### src/rtl/ssd_pkg.sv
// Shared seven-segment definitions: bit order, blank pattern and hex glyph table.
package ssd_pkg;

  // Segment bit positions within a 7-bit pattern {g,f,e,d,c,b,a}
  typedef enum int unsigned {
    SEG_A = 0, SEG_B = 1, SEG_C = 2, SEG_D = 3, SEG_E = 4, SEG_F = 5, SEG_G = 6
  } seg_bit_e;

  localparam logic [6:0] SEG_OFF = 7'h7F;

  // Active-high glyphs, entry [n] is hex digit n
  localparam logic [15:0][6:0] SEG_TABLE = {
    7'h71, 7'h79, 7'h5E, 7'h39, 7'h7C, 7'h77, 7'h67, 7'h7F,
    7'h07, 7'h7D, 7'h6D, 7'h66, 7'h4F, 7'h5B, 7'h06, 7'h3F
  };

  function automatic logic [6:0] seg_encode(input logic [3:0] nib);
    return SEG_TABLE[nib];
  endfunction

endpackage

### src/rtl/ssd_hex_decode.sv
// Nibble to active-high seven-segment glyph.
module ssd_hex_decode
  import ssd_pkg::*;
(
  input  logic [3:0] i_nibble,
  output logic [6:0] o_seg
);

  assign o_seg = seg_encode(i_nibble);

endmodule

### src/rtl/ssd_scan_driver.sv
// Multiplexed N-digit display scanner with blanking, zero suppression and
// frame-synchronous double-buffered updates.
module ssd_scan_driver
  import ssd_pkg::*;
#(
  parameter int NUM_DIGITS  = 4,
  parameter int DIGIT_TICKS = 50000,
  parameter int BLANK_TICKS = 500
) (
  input  logic                    i_clk,
  input  logic                    i_rst_n,
  input  logic [4*NUM_DIGITS-1:0] i_value,
  input  logic [NUM_DIGITS-1:0]   i_dp_in,
  input  logic [NUM_DIGITS-1:0]   i_digit_en,
  input  logic                    i_lz_blank,
  input  logic                    i_load,
  output logic [6:0]              o_segments,
  output logic                    o_dp,
  output logic [NUM_DIGITS-1:0]   o_dig_sel,
  output logic                    o_frame_start,
  output logic                    o_pending
);

  localparam int TW = $clog2(DIGIT_TICKS);
  localparam int IW = (NUM_DIGITS > 1) ? $clog2(NUM_DIGITS) : 1;
  localparam int VW = 4 * NUM_DIGITS;
  localparam logic [TW-1:0] TICK_LAST = TW'(DIGIT_TICKS - 1);
  localparam logic [TW-1:0] BLANK_END = TW'(BLANK_TICKS);
  localparam logic [IW-1:0] IDX_LAST  = IW'(NUM_DIGITS - 1);

  logic [TW-1:0]         r_tick;
  logic [IW-1:0]         r_idx;
  logic [VW-1:0]         r_sh_val, r_act_val;
  logic [NUM_DIGITS-1:0] r_sh_dp, r_sh_en, r_act_dp, r_act_en;
  logic                  r_pending;
  logic [6:0]            r_seg;
  logic                  r_dp;
  logic [NUM_DIGITS-1:0] r_sel;
  logic                  r_fs;

  logic                  w_tick_last, w_boundary;
  logic [VW-1:0]         w_upper;
  logic [3:0]            w_nib;
  logic [6:0]            w_pat;
  logic                  w_in_blank, w_supp, w_dark;

  assign w_tick_last = (r_tick == TICK_LAST);
  assign w_boundary  = w_tick_last && (r_idx == IDX_LAST);

  // Current nibble and everything above it; all-zero means a leading zero
  assign w_upper    = r_act_val >> {r_idx, 2'b00};
  assign w_nib      = w_upper[3:0];
  assign w_in_blank = (BLANK_TICKS > 0) && (r_tick < BLANK_END);
  assign w_supp     = i_lz_blank && (r_idx != '0) && (w_upper == '0);
  assign w_dark     = w_in_blank || !r_act_en[r_idx] || w_supp;

  ssd_hex_decode u_dec (
    .i_nibble (w_nib),
    .o_seg    (w_pat)
  );

  always_ff @(posedge i_clk) begin
    if (!i_rst_n) begin
      r_tick <= '0;
      r_idx  <= '0;
    end else if (w_tick_last) begin
      r_tick <= '0;
      r_idx  <= (r_idx == IDX_LAST) ? '0 : r_idx + 1'b1;
    end else begin
      r_tick <= r_tick + 1'b1;
    end
  end

  // A load landing on the boundary bypasses the shadow so it is never a frame late
  always_ff @(posedge i_clk) begin
    if (!i_rst_n) begin
      r_sh_val  <= '0;
      r_sh_dp   <= '0;
      r_sh_en   <= '0;
      r_act_val <= '0;
      r_act_dp  <= '0;
      r_act_en  <= '0;
      r_pending <= 1'b0;
    end else begin
      if (i_load) begin
        r_sh_val <= i_value;
        r_sh_dp  <= i_dp_in;
        r_sh_en  <= i_digit_en;
      end
      if (w_boundary && i_load) begin
        r_act_val <= i_value;
        r_act_dp  <= i_dp_in;
        r_act_en  <= i_digit_en;
        r_pending <= 1'b0;
      end else if (w_boundary && r_pending) begin
        r_act_val <= r_sh_val;
        r_act_dp  <= r_sh_dp;
        r_act_en  <= r_sh_en;
        r_pending <= 1'b0;
      end else if (i_load) begin
        r_pending <= 1'b1;
      end
    end
  end

  always_ff @(posedge i_clk) begin
    if (!i_rst_n) begin
      r_seg <= SEG_OFF;
      r_dp  <= 1'b1;
      r_sel <= '1;
      r_fs  <= 1'b0;
    end else begin
      r_seg <= w_dark ? SEG_OFF : ~w_pat;
      r_dp  <= w_dark ? 1'b1 : ~r_act_dp[r_idx];
      r_sel <= w_dark ? '1 : ~(NUM_DIGITS'(1) << r_idx);
      r_fs  <= (r_tick == '0) && (r_idx == '0);
    end
  end

  assign o_segments    = r_seg;
  assign o_dp          = r_dp;
  assign o_dig_sel     = r_sel;
  assign o_frame_start = r_fs;
  assign o_pending     = r_pending;

endmodule

### config.mk
export PLATFORM = sky130hd
export DESIGN_NAME = ssd_scan_driver
export DESIGN_NICKNAME = d
export VERILOG_FILES = /design/src/rtl/ssd_pkg.sv /design/src/rtl/ssd_hex_decode.sv /design/src/rtl/ssd_scan_driver.sv
export SDC_FILE = /design/constraint.sdc
export NUM_CORES = 1
export LEC_CHECK = 0
export BUFFER_PORTS_ARGS = -buffer_cell sky130_fd_sc_hd__buf_2
export CAP_MARGIN = 20
export CORE_UTILIZATION = 36
export DETAILED_ROUTE_END_ITERATION = 8
export PLACE_DENSITY_LB_ADDON = 0.15
export SLEW_MARGIN = 40
export SYNTH_ARGS = -nofsm -noshare
export SYNTH_HDL_FRONTEND = slang
export SYNTH_SLANG_ARGS = --single-unit
### constraint.sdc
create_clock -name i_clk -period 3.3 [get_ports i_clk]
set_input_delay 0.165 -clock i_clk [delete_from_list [all_inputs] [get_ports i_clk]]
set_output_delay 0.165 -clock i_clk [all_outputs]
set_load 0.03 [all_outputs]
==> metrics.md <==
| Metric | Value |
|---|---|
| Die Ht | `a little over 100 um` |
| Count of state elements after synthesis | `80` |
| Fin. Hold Viols | `0` |
| Hold Crit Class | `input port to flip-flop` |
| Post-route DRC | `0` |
| Reg2Reg Depth | `7` |
| Initial antenna violation count | `0` |
| Setup violators final | `0` |
| Largest family of logic cells by synthesized area | `simple AND/OR/NAND/NOR gates` |
| Sequential element share of the synthesized area | `0.435` |
| Clock buffer depth | `2` |
| Congestion Overflow GR | `0` |
| CP arrival | `~2.9 ns` |
| Pin count of the biggest net entering global routing | `between 60 and 70` |
| # Post-CTS Setup Buffers | `0` |
| Area share of fa/ha/maj cells after synthesis | `0.0374` |
| WL per Instance | `~13 um` |
| Placer congestion estimate | `between 0.7 and 0.8` |
| Worst hold stages | `3` |
| Leak | `between 1.5 and 2 nW` |
| Number of fill cells in the layout | `between 900 and 1000` |
| CTS Buf Count | `9` |
| Hold_buf cts | `0` |
| Routed wire length | `7.28 mm` |
| Critical Path Source Type | `flip-flop` |
| Synthesized area | `~0.0037 mm2` |
| Yosys warning total | `0` |
| Post-DR vias/cell | `~4.8` |
| Post-Syn Instances | `roughly 380` |
| Initial cell density of the core | `0.374` |
| First-pass GRT wire length | `about 12 mm` |
| Power Dens Cells | `just under 500 mW/mm2` |
| Syn_nets | `420` |
| GRT Total Usage | `0.152` |
| Mux share of post-synthesis cell area | `0.151` |
| Hold Slack | `about 0.08 ns` |
| DIE AREA | `about 0.011 mm2` |
| Setup CP Type | `flip-flop to flip-flop` |
| Synth cell types | `slightly above 40` |
| Slew Limit Fails | `0` |
| VDD IR max | `221 uV` |
| Compound-Gate Fraction of Synth Area | `0.0638` |
| Required @ worst endpoint | `about 3.5 ns` |
| Initial DRC count | `a little under 90` |
| H-tree levels | `3` |
| Avg Inst Size Synth | `~9.7 um2` |
| Tcrit/Tclk final | `0.816` |
| Xor and xnor area share after synthesis | `0.0333` |
| Final Critical Period | `approximately 2.7 ns` |
| PortBufs | `41` |
| Setup tns final | `0 ns` |
| Max FO, Critical Path | `11` |
| Clk root buf | `clkbuf_8` |
| RSZ-0062 raised after global routing | `false` |
| Post-CTS sizing | `0` |
| Simple-gate share of the synthesized area | `0.224` |
| Antenna viol nets, final | `0` |
| DRT Pass-1 Iters | `4` |
| Fmax | `about 370 MHz` |
| Crit end category | `flip-flop` |
| Placed Cells | `~540` |
| Core Region | `slightly below 0.01 mm2` |
| Share of cells above drive strength 1 | `0.165` |
| Vias in the first global route | `2533` |
| Clock skew | `between 0.01 and 0.015 ns` |
| Clk pin slew, worst setup/hold paths | `roughly 0.09 ns` |
| P&R area growth vs syn | `14.6%` |
| Skew-Pair Late Insertion Delay | `approximately 0.35 ns` |
| Status | `complete, no violations` |
| Num rows | `36` |
| Worst slew pin tran | `between 0.5 and 0.6 ns` |
| Post-layout nets | `roughly 450` |
| Antenna cells | `0` |
| Hpwl dp | `about 5 mm` |
| I/O Pins | `between 40 and 50` |
| Clock sink total | `80` |
| Non-filler cells, final | `~550` |
| Max-cap violation count | `0` |
| Die X | `between 100 and 150 um` |
| Via count | `2628` |
| Slew margin rel. | `0.628` |
| CTS tree | `done` |
[layer usage]
metal / global-route usage / vias to the layer above / routed length [um]
met5: 0 / - / 0
li1: - / 1379 / -
met2: 0.235 / 38 / 3260
met1: 0.207 / 1200 / 3680
met3: 0.0370 / 11 / 236
met4: 0.0520 / 0 / 105
[worst max-delay path, cell delays in order, from the launching register on]
cell       delay (ns)
dfxtp_1          0.65
mux4_2           0.63
inv_1            0.16
ha_1             0.18
nand3_1          0.07
a2111oi_0        0.36
and2b_1          0.38
o311ai_0         0.15
[metrics by stage]
step	total power [mW]	utilization	setup slack, ns	cell area, um2
floorplan	1.09	-	1.09	3680
global placement	1.12	0.401	0.845	3960
detailed placement	1.12	0.401	0.610	3960
CTS	2.07	0.428	0.573	4220
global route	2.12	0.428	0.344	4220
finish	2.04	0.428	0.606	4220
[final timing paths]
path                                  from                        to  slack [ns]
hold / removal                  i_dp_in[2]   r_sh_dp[2]$_SDFFE_PN0P_        0.08
hold reg to reg   r_act_en[3]$_SDFFE_PN0P_  r_act_en[3]$_SDFFE_PN0P_        0.47
setup / recovery     r_idx[0]$_SDFFE_PN0N_  o_segments[6]$_SDFF_PP1_        0.61
setup reg to reg     r_idx[0]$_SDFFE_PN0N_  o_segments[6]$_SDFF_PP1_        0.61
[placed cells by master (no fill, tap or decap), types with 2 or more instances in the layout]
cell       instances
mux4_2             6
clkbuf_8           9
nand2_1           32
nand3_1           20
ha_1              11
a21oi_1            2
o21a_1             2
nand2b_1          14
o211ai_1           5
nand4_1            6
nor2_1            21
xnor2_1            4
mux2i_1           41
o2111ai_1         12
o21ai_0            3
and2_1            15
buf_2             41
nor3_1             3
dfxtp_1           80
and4_1             5
inv_1             20
buf_4              4
bufinv_16          4
and3_1             4
xor2_1            10
nor4_1             4
nor2b_1           25
[cells in the mapped netlist]
cell type	instances	area share
xor2_1	10	0.024
and2b_1	1	0.0020
o211ai_1	5	0.010
o21a_1	2	0.0041
nor4_1	4	0.0068
and2_1	15	0.025
a21boi_1	1	0.0020
nand2b_1	14	0.024
o2111ai_1	12	0.029
mux2_2	1	0.0031
nand2_1	32	0.033
nor2_1	21	0.021
clkbuf_1	12	0.012
o21ai_0	3	0.0041
dfxtp_1	80	0.43
a2111oi_0	1	0.0024
nor3b_1	1	0.0020
nor4_4	1	0.0058
buf_6	1	0.0031
a211oi_1	1	0.0020
nand4_1	6	0.010
o221ai_1	1	0.0024
nand3_1	20	0.027
nor3_1	3	0.0041
buf_12	1	0.0054
buf_1	1	0.0010
xnor2_1	4	0.0095
ha_1	11	0.037
a31oi_1	1	0.0017
buf_2	7	0.0095
o311ai_0	1	0.0024
mux2i_1	41	0.11
or3_1	1	0.0017
inv_1	20	0.020
nor2b_1	25	0.042
a21oi_1	2	0.0027
and3_1	4	0.0068
o21ai_1	1	0.0014
and4_1	5	0.012
mux4_2	6	0.037
buf_4	2	0.0041
[sequential cells by signal, summed over array words and instances, names as in the netlist]
register / count
r_act_dp: 4
r_tick: 16
o_frame_start: 1
r_sh_en: 4
r_sh_dp: 4
o_pending: 1
r_idx: 2
r_act_val: 16
r_sh_val: 16
o_dig_sel: 4
o_dp: 1
r_act_en: 4
o_segments: 7
[final cells by class]
cell class / instances / area [um2] / area share
clock buffers: 9 / 124 / 0.0293
clock inverters: 7 / 143 / 0.0338
inverters: 20 / 75.1 / 0.0178
multi-input cells: 257 / 1880 / 0.445
flip-flops and latches: 80 / 1600 / 0.379
well taps: 133 / 166 / 0.0394
repair buffers: 45 / 235 / 0.0557
[kinds of logic after synthesis]
family,count (synthesis)
flops,80
mux,48
xor+xnor,14
simple gates,153
compound gates,31
buf+inv,44
fa+ha+maj,11
[power breakdown]
part           switching [mW]  total, mW  internal [mW]
clock network           0.363      0.945          0.582
registers              0.0110      0.998          0.987
logic                  0.0520     0.0982         0.0462
total                   0.426       2.04           1.61
(Power assumes the default switching activity.)
